$ cat src/rtl/cpu_types_pkg.sv
// rtl/cpu_types_pkg.sv - shared CPU word types and fetch FSM state encoding
package cpu_types_pkg;

    localparam int WORD_W = 32;

    typedef logic [WORD_W-1:0] word_t;

    typedef enum logic [1:0] {
        FETCH  = 2'd0,
        HOLD   = 2'd1,
        HALTED = 2'd2
    } fetch_state_t;

    localparam word_t PC_STEP = 32'd4;

endpackage

$ cat src/rtl/if_id_reg.sv
// rtl/if_id_reg.sv - IF/ID pipeline register with load, valid-clear and hold
module if_id_reg
    import cpu_types_pkg::*;
(
    input  logic              clk_i,
    input  logic              rst_ni,
    input  logic              load_i,
    input  logic              clear_i,
    input  logic [WORD_W-1:0] instr_i,
    input  logic [WORD_W-1:0] npc_i,
    output logic [WORD_W-1:0] instr_o,
    output logic [WORD_W-1:0] npc_o,
    output logic              valid_o
);

    word_t instr_q;
    word_t npc_q;
    logic  valid_q;

    // Clear only drops valid; the stale payload is kept so squashes never
    // cause a partial update of the register contents.
    always_ff @(posedge clk_i or negedge rst_ni) begin
        if (!rst_ni) begin
            instr_q <= '0;
            npc_q   <= '0;
            valid_q <= 1'b0;
        end else if (load_i) begin
            instr_q <= instr_i;
            npc_q   <= npc_i;
            valid_q <= 1'b1;
        end else if (clear_i) begin
            valid_q <= 1'b0;
        end
    end

    assign instr_o = instr_q;
    assign npc_o   = npc_q;
    assign valid_o = valid_q;

endmodule

$ cat src/rtl/fetch_unit.sv
// rtl/fetch_unit.sv - instruction fetch FSM with one-entry skid buffer feeding IF/ID
module fetch_unit
    import cpu_types_pkg::*;
(
    input  logic              CLK,
    input  logic              nRST,
    input  logic [WORD_W-1:0] pc_addr,
    output logic              pcEN,
    output logic              imemREN,
    output logic [WORD_W-1:0] imemaddr,
    input  logic              ihit,
    input  logic [WORD_W-1:0] imemload,
    input  logic              id_stall,
    input  logic              flush,
    input  logic              halt,
    output logic [WORD_W-1:0] instr_id,
    output logic [WORD_W-1:0] npc_id,
    output logic              valid_id
);

    fetch_state_t state_q, state_d;
    word_t        skid_instr_q, skid_instr_d;
    word_t        skid_npc_q, skid_npc_d;
    word_t        npc;
    word_t        load_instr, load_npc;
    logic         pc_en, mem_ren, load, clear;

    assign npc      = pc_addr + PC_STEP;
    assign imemaddr = pc_addr;

    always_ff @(posedge CLK or negedge nRST) begin
        if (!nRST) begin
            state_q      <= FETCH;
            skid_instr_q <= '0;
            skid_npc_q   <= '0;
        end else begin
            state_q      <= state_d;
            skid_instr_q <= skid_instr_d;
            skid_npc_q   <= skid_npc_d;
        end
    end

    always_comb begin
        state_d      = state_q;
        skid_instr_d = skid_instr_q;
        skid_npc_d   = skid_npc_q;
        pc_en        = 1'b0;
        mem_ren      = 1'b0;
        load         = 1'b0;
        clear        = 1'b0;
        load_instr   = imemload;
        load_npc     = npc;
        case (state_q)
            FETCH: begin
                mem_ren = 1'b1;
                if (flush) begin
                    pc_en = 1'b1;
                    clear = 1'b1;
                end else if (halt) begin
                    // PC is frozen in the halt cycle; a coincident hit is dropped.
                    clear   = 1'b1;
                    state_d = HALTED;
                end else if (ihit) begin
                    pc_en = 1'b1;
                    if (id_stall && valid_id) begin
                        skid_instr_d = imemload;
                        skid_npc_d   = npc;
                        state_d      = HOLD;
                    end else begin
                        load = 1'b1;
                    end
                end else if (!id_stall) begin
                    clear = 1'b1;
                end
            end
            HOLD: begin
                if (flush) begin
                    pc_en   = 1'b1;
                    clear   = 1'b1;
                    state_d = FETCH;
                end else if (halt) begin
                    clear   = 1'b1;
                    state_d = HALTED;
                end else if (!id_stall) begin
                    load       = 1'b1;
                    load_instr = skid_instr_q;
                    load_npc   = skid_npc_q;
                    state_d    = FETCH;
                end
            end
            HALTED: begin
                state_d = HALTED;
            end
            default: begin
                state_d = FETCH;
            end
        endcase
    end

    // Strobes are gated by reset so they drop the instant nRST falls.
    assign pcEN    = nRST & pc_en;
    assign imemREN = nRST & mem_ren;

    if_id_reg u_if_id_reg (
        .clk_i   (CLK),
        .rst_ni  (nRST),
        .load_i  (load),
        .clear_i (clear),
        .instr_i (load_instr),
        .npc_i   (load_npc),
        .instr_o (instr_id),
        .npc_o   (npc_id),
        .valid_o (valid_id)
    );

endmodule

$ cat config.mk
export PLATFORM = sky130hd
export DESIGN_NAME = fetch_unit
export DESIGN_NICKNAME = d
export VERILOG_FILES = /design/src/rtl/cpu_types_pkg.sv /design/src/rtl/if_id_reg.sv /design/src/rtl/fetch_unit.sv
export SDC_FILE = /design/constraint.sdc
export NUM_CORES = 1
export LEC_CHECK = 0
export ABC_CLOCK_PERIOD_IN_PS = 4900
export CAP_MARGIN = 5
export CORE_MARGIN = 3
export CORE_UTILIZATION = 60
export CTS_BUF_LIST = sky130_fd_sc_hd__clkbuf_16
export DETAILED_ROUTE_END_ITERATION = 16
export DONT_BUFFER_PORTS = 1
export PLACE_DENSITY_LB_ADDON = 0.08
export REMOVE_ABC_BUFFERS = 1
export SETUP_SLACK_MARGIN = 0.4
export SLEW_MARGIN = 20
export SYNTH_ARGS = -nofsm -noshare
export SYNTH_HDL_FRONTEND = slang
export SYNTH_HIERARCHICAL = 1
export SYNTH_SLANG_ARGS = --single-unit
$ cat constraint.sdc
create_clock -name CLK -period 4.9 [get_ports CLK]
set_clock_uncertainty 0.05 [all_clocks]
set_input_delay 0.735 -clock CLK [delete_from_list [all_inputs] [get_ports CLK]]
set_output_delay 0.735 -clock CLK [all_outputs]
set_load 0.01 [all_outputs]
==> summary.txt <==
Run status
  – Status: finished, final reports clean

Power and ir drop
  – Total power: 2.91 mW
  – Leak Pwr: 3.31 nW
  – Max IR drop VDD: 310 µV
  – Pwr dens: 420 mW/mm²

STA
  – Final WS setup: 2.26 ns
  – Total negative slack: 0 ns
  – Final Hold Slack: 0.244 ns
  – Final Max Slew Viols: 0
  – Final hold vios: 0
  – Tmin final: 2.64 ns
  – RSZ-0062 raised after global routing: no
  – Slew margin rel.: 28.6%
  – Worst Tran Pin Value: 1.07 ns
  – Fmax: 0.379 GHz
  – Final setup fails: 0
  – Final worst-path cycle share: 53.8%

Clocking
  – CTS tree: done
  – Root buf cell: clkbuf_16
  – Clk slew on worst S/H paths: 0.05 ns
  – Postcts setup bufs: 0
  – Clk buf depth: 2
  – Number of gates resized after cts: 0
  – Hold-fix buffers, CTS: 1
  – Clk_lat worst skew: 0.40 ns
  – Sink Count: 131
  – CTS Buf Count: 17
  – H-tree depth: 4

Route
  – Routed WL: 14.0 mm
  – Vias: 4,367
  – DRT antenna net count: 0
  – Avg WL per Cell: 19.2 µm
  – DRT iter0 DRCs: 314
  – Via-per-instance ratio: 5.97
  – Residual DRC: 0
  – Detailed Routing Iterations Pass 1: 4

Finish
  – Util after Layout: 65.7%
  – Final nets: 653
  – Fin area: 0.00694 mm²
  – Ant. Diodes: 0
  – # fillers: 822
  – Final Instance Count excl. Fillers: 731
  – Fraction of layout cells with a size suffix above 1: 22.0%
  – Area Growth Syn to Fin: 4.35%

Worst hold path
  – Worst Hold Class: primary input to async pin

Place
  – Gpl congestion: 0.811
  – DP HPWL: 8.66 mm
  – Setup WS pre-CTS: 1.98 ns
  – Post-Place Cell Area: 0.00642 mm²
  – I/O Buffers: 0
  – # placed instances: 698

Job
  – MaxCap Viol Count: 0

Die
  – Initial Utilization: 63.0%
  – IO Pins: 169
  – Rows: 37
  – Die height: 111 µm
  – Die width: 111 µm
  – Die ar.: 0.0124 mm²
  – Placeable Area: 0.0106 mm²

Critical path
  – Buffers & Inverters on Critical Path: 1
  – Worst setup SP type: flop
  – Top Family by Delay on Critical Path: compound AO/OA/AOI/OAI gates
  – CP arrival: 2.88 ns
  – Crit. End Element: flop
  – Worst-path cell with the longest stage delay: o211a_4
  – Max stage delay on crit path: 0.92 ns
  – CP Cell Sequence: nor3_1 > o211a_4 > buf_4 > mux2_2
  – Worst-path fanout max: 49
  – Critical path class: flop to flop
  – WP data required: 5.14 ns

Synth
  – Synth Area per Inst: 10.6 µm²
  – Mapped Cells: 627
  – Largest cells by area after synthesis: dfrtp_1 (49%), mux2_4 (11%), mux2_2 (8.5%)
  – Sequential area share after synthesis: 49.3%
  – Synth Warn #: 6
  – Synthesis-stage register bit count: 131
  – Synth top cells by count: dfrtp_1 (131), nand2_1 (128), mux2_2 (50)
  – Top FF cell, synth: dfrtp_1
  – Number of enable flip-flop cells after synthesis: 0
  – Post-synth design cell area: 0.00665 mm²
  – Synth unique cells: 35
  – Count leader, synth: dfrtp_1
  – Async SR Flop Fraction: 100%
  – Yosys top cell by area: dfrtp_1
  – Post-synth top area share: 49.3%

Global routing
  – GR peak layer: met2
  – GRT overflow: 0
  – Initial antenna violation count: 0
  – Gr usage total: 23.4%
  – Routing usage on met1: 30.0%
  – Vias in the first global route: 4,628
  – M3 GR Usage: 8.35%
  – First-pass GRT wire length: 23.5 mm
  – GRT met2 Usage: 37.4%
  – Largest net degree at the start of global routing: 132
==> per-layer routing <==
layer  vias up  share of wire, %
met4         0              0.68
li1       2053                 -
met5         -                 0
met1      2171                44
met3        10               7.2
met2       133                48
==> worst register-to-register path: stages (launching register included) <==
cell	delay, ns
dfrtp_1	0.43
nor3_1	0.32
o211a_4	0.92
buf_4	0.44
mux2_2	0.38
==> power by group <==
group | internal [mW] | leakage, nW | switching (mW)
logic | 0.235 | 1.29 | 0.113
registers | 1.28 | 1.76 | 0.235
clock network | 0.620 | 0.267 | 0.428
total | 2.14 | 3.31 | 0.776
==> placed cells by master, fill, tap and decap left out, drive strengths merged, types with 2 or more instances in the layout <==
master    n
a21oi    14
a31oi    33
and3      4
and4      4
buf       4
clkbuf   17
clkinv    9
dfrtp   131
inv      10
mux2     99
nand2   128
nand3    12
nand3b    2
nand4     8
nor2     49
nor3      3
o21ai    22
o31ai     9
or3       8
or4      10
xnor2     3
xor2      9
==> cells by family after synthesis <==
family | after synthesis | synth area share, %
adders and majority gates | 1 | 0.188
xor gates and xnor gates | 12 | 1.58
DFF | 131 | 49.3
and+or+nand+nor | 232 | 15.5
AOI/OAI and AO/OA | 80 | 7.09
buffers and inverters | 72 | 6.79
muxes | 99 | 19.5
==> registers in the layout, indices dropped and copies added (netlist names) <==
signal,flops
skid_instr_q,32
u_if_id_reg/instr_o,32
u_if_id_reg/npc_o,32
state_q,2
u_if_id_reg/valid_o,1
skid_npc_q,32
==> area by class of cell <==
type | count | area [µm²] | share of cell area [%]
Multi-Input combinational cell | 424 | 2940 | 42.3
Clock inverter | 15 | 62.6 | 0.902
Sequential cell | 131 | 3280 | 47.2
Inverter | 4 | 15.0 | 0.216
Tap cell | 136 | 170 | 2.45
Timing Repair Buffer | 4 | 50.0 | 0.721
Clock buffer | 17 | 425 | 6.13
==> worst paths after layout <==
check / startpoint / to / slack [ns] / cells after the start
worst max-delay path: state_q[1]$_DFFE_PN0P_ / u_if_id_reg/npc_o[4]$_DFFE_PN0P_ / 2.26 / 4
worst min-delay path: nRST / u_if_id_reg/instr_o[1]$_DFFE_PN0P_ / 0.24 / 1
worst max register to register: state_q[1]$_DFFE_PN0P_ / u_if_id_reg/npc_o[4]$_DFFE_PN0P_ / 2.26 / 4
worst min register to register: skid_instr_q[13]$_DFFE_PN0P_ / skid_instr_q[13]$_DFFE_PN0P_ / 0.42 / 2
max in group asynchronous: nRST / u_if_id_reg/instr_o[28]$_DFFE_PN0P_ / 4.06 / 1
min in group CLK: flush / state_q[1]$_DFFE_PN0P_ / 0.37 / 1
Power figures use the tool's default switching activity.
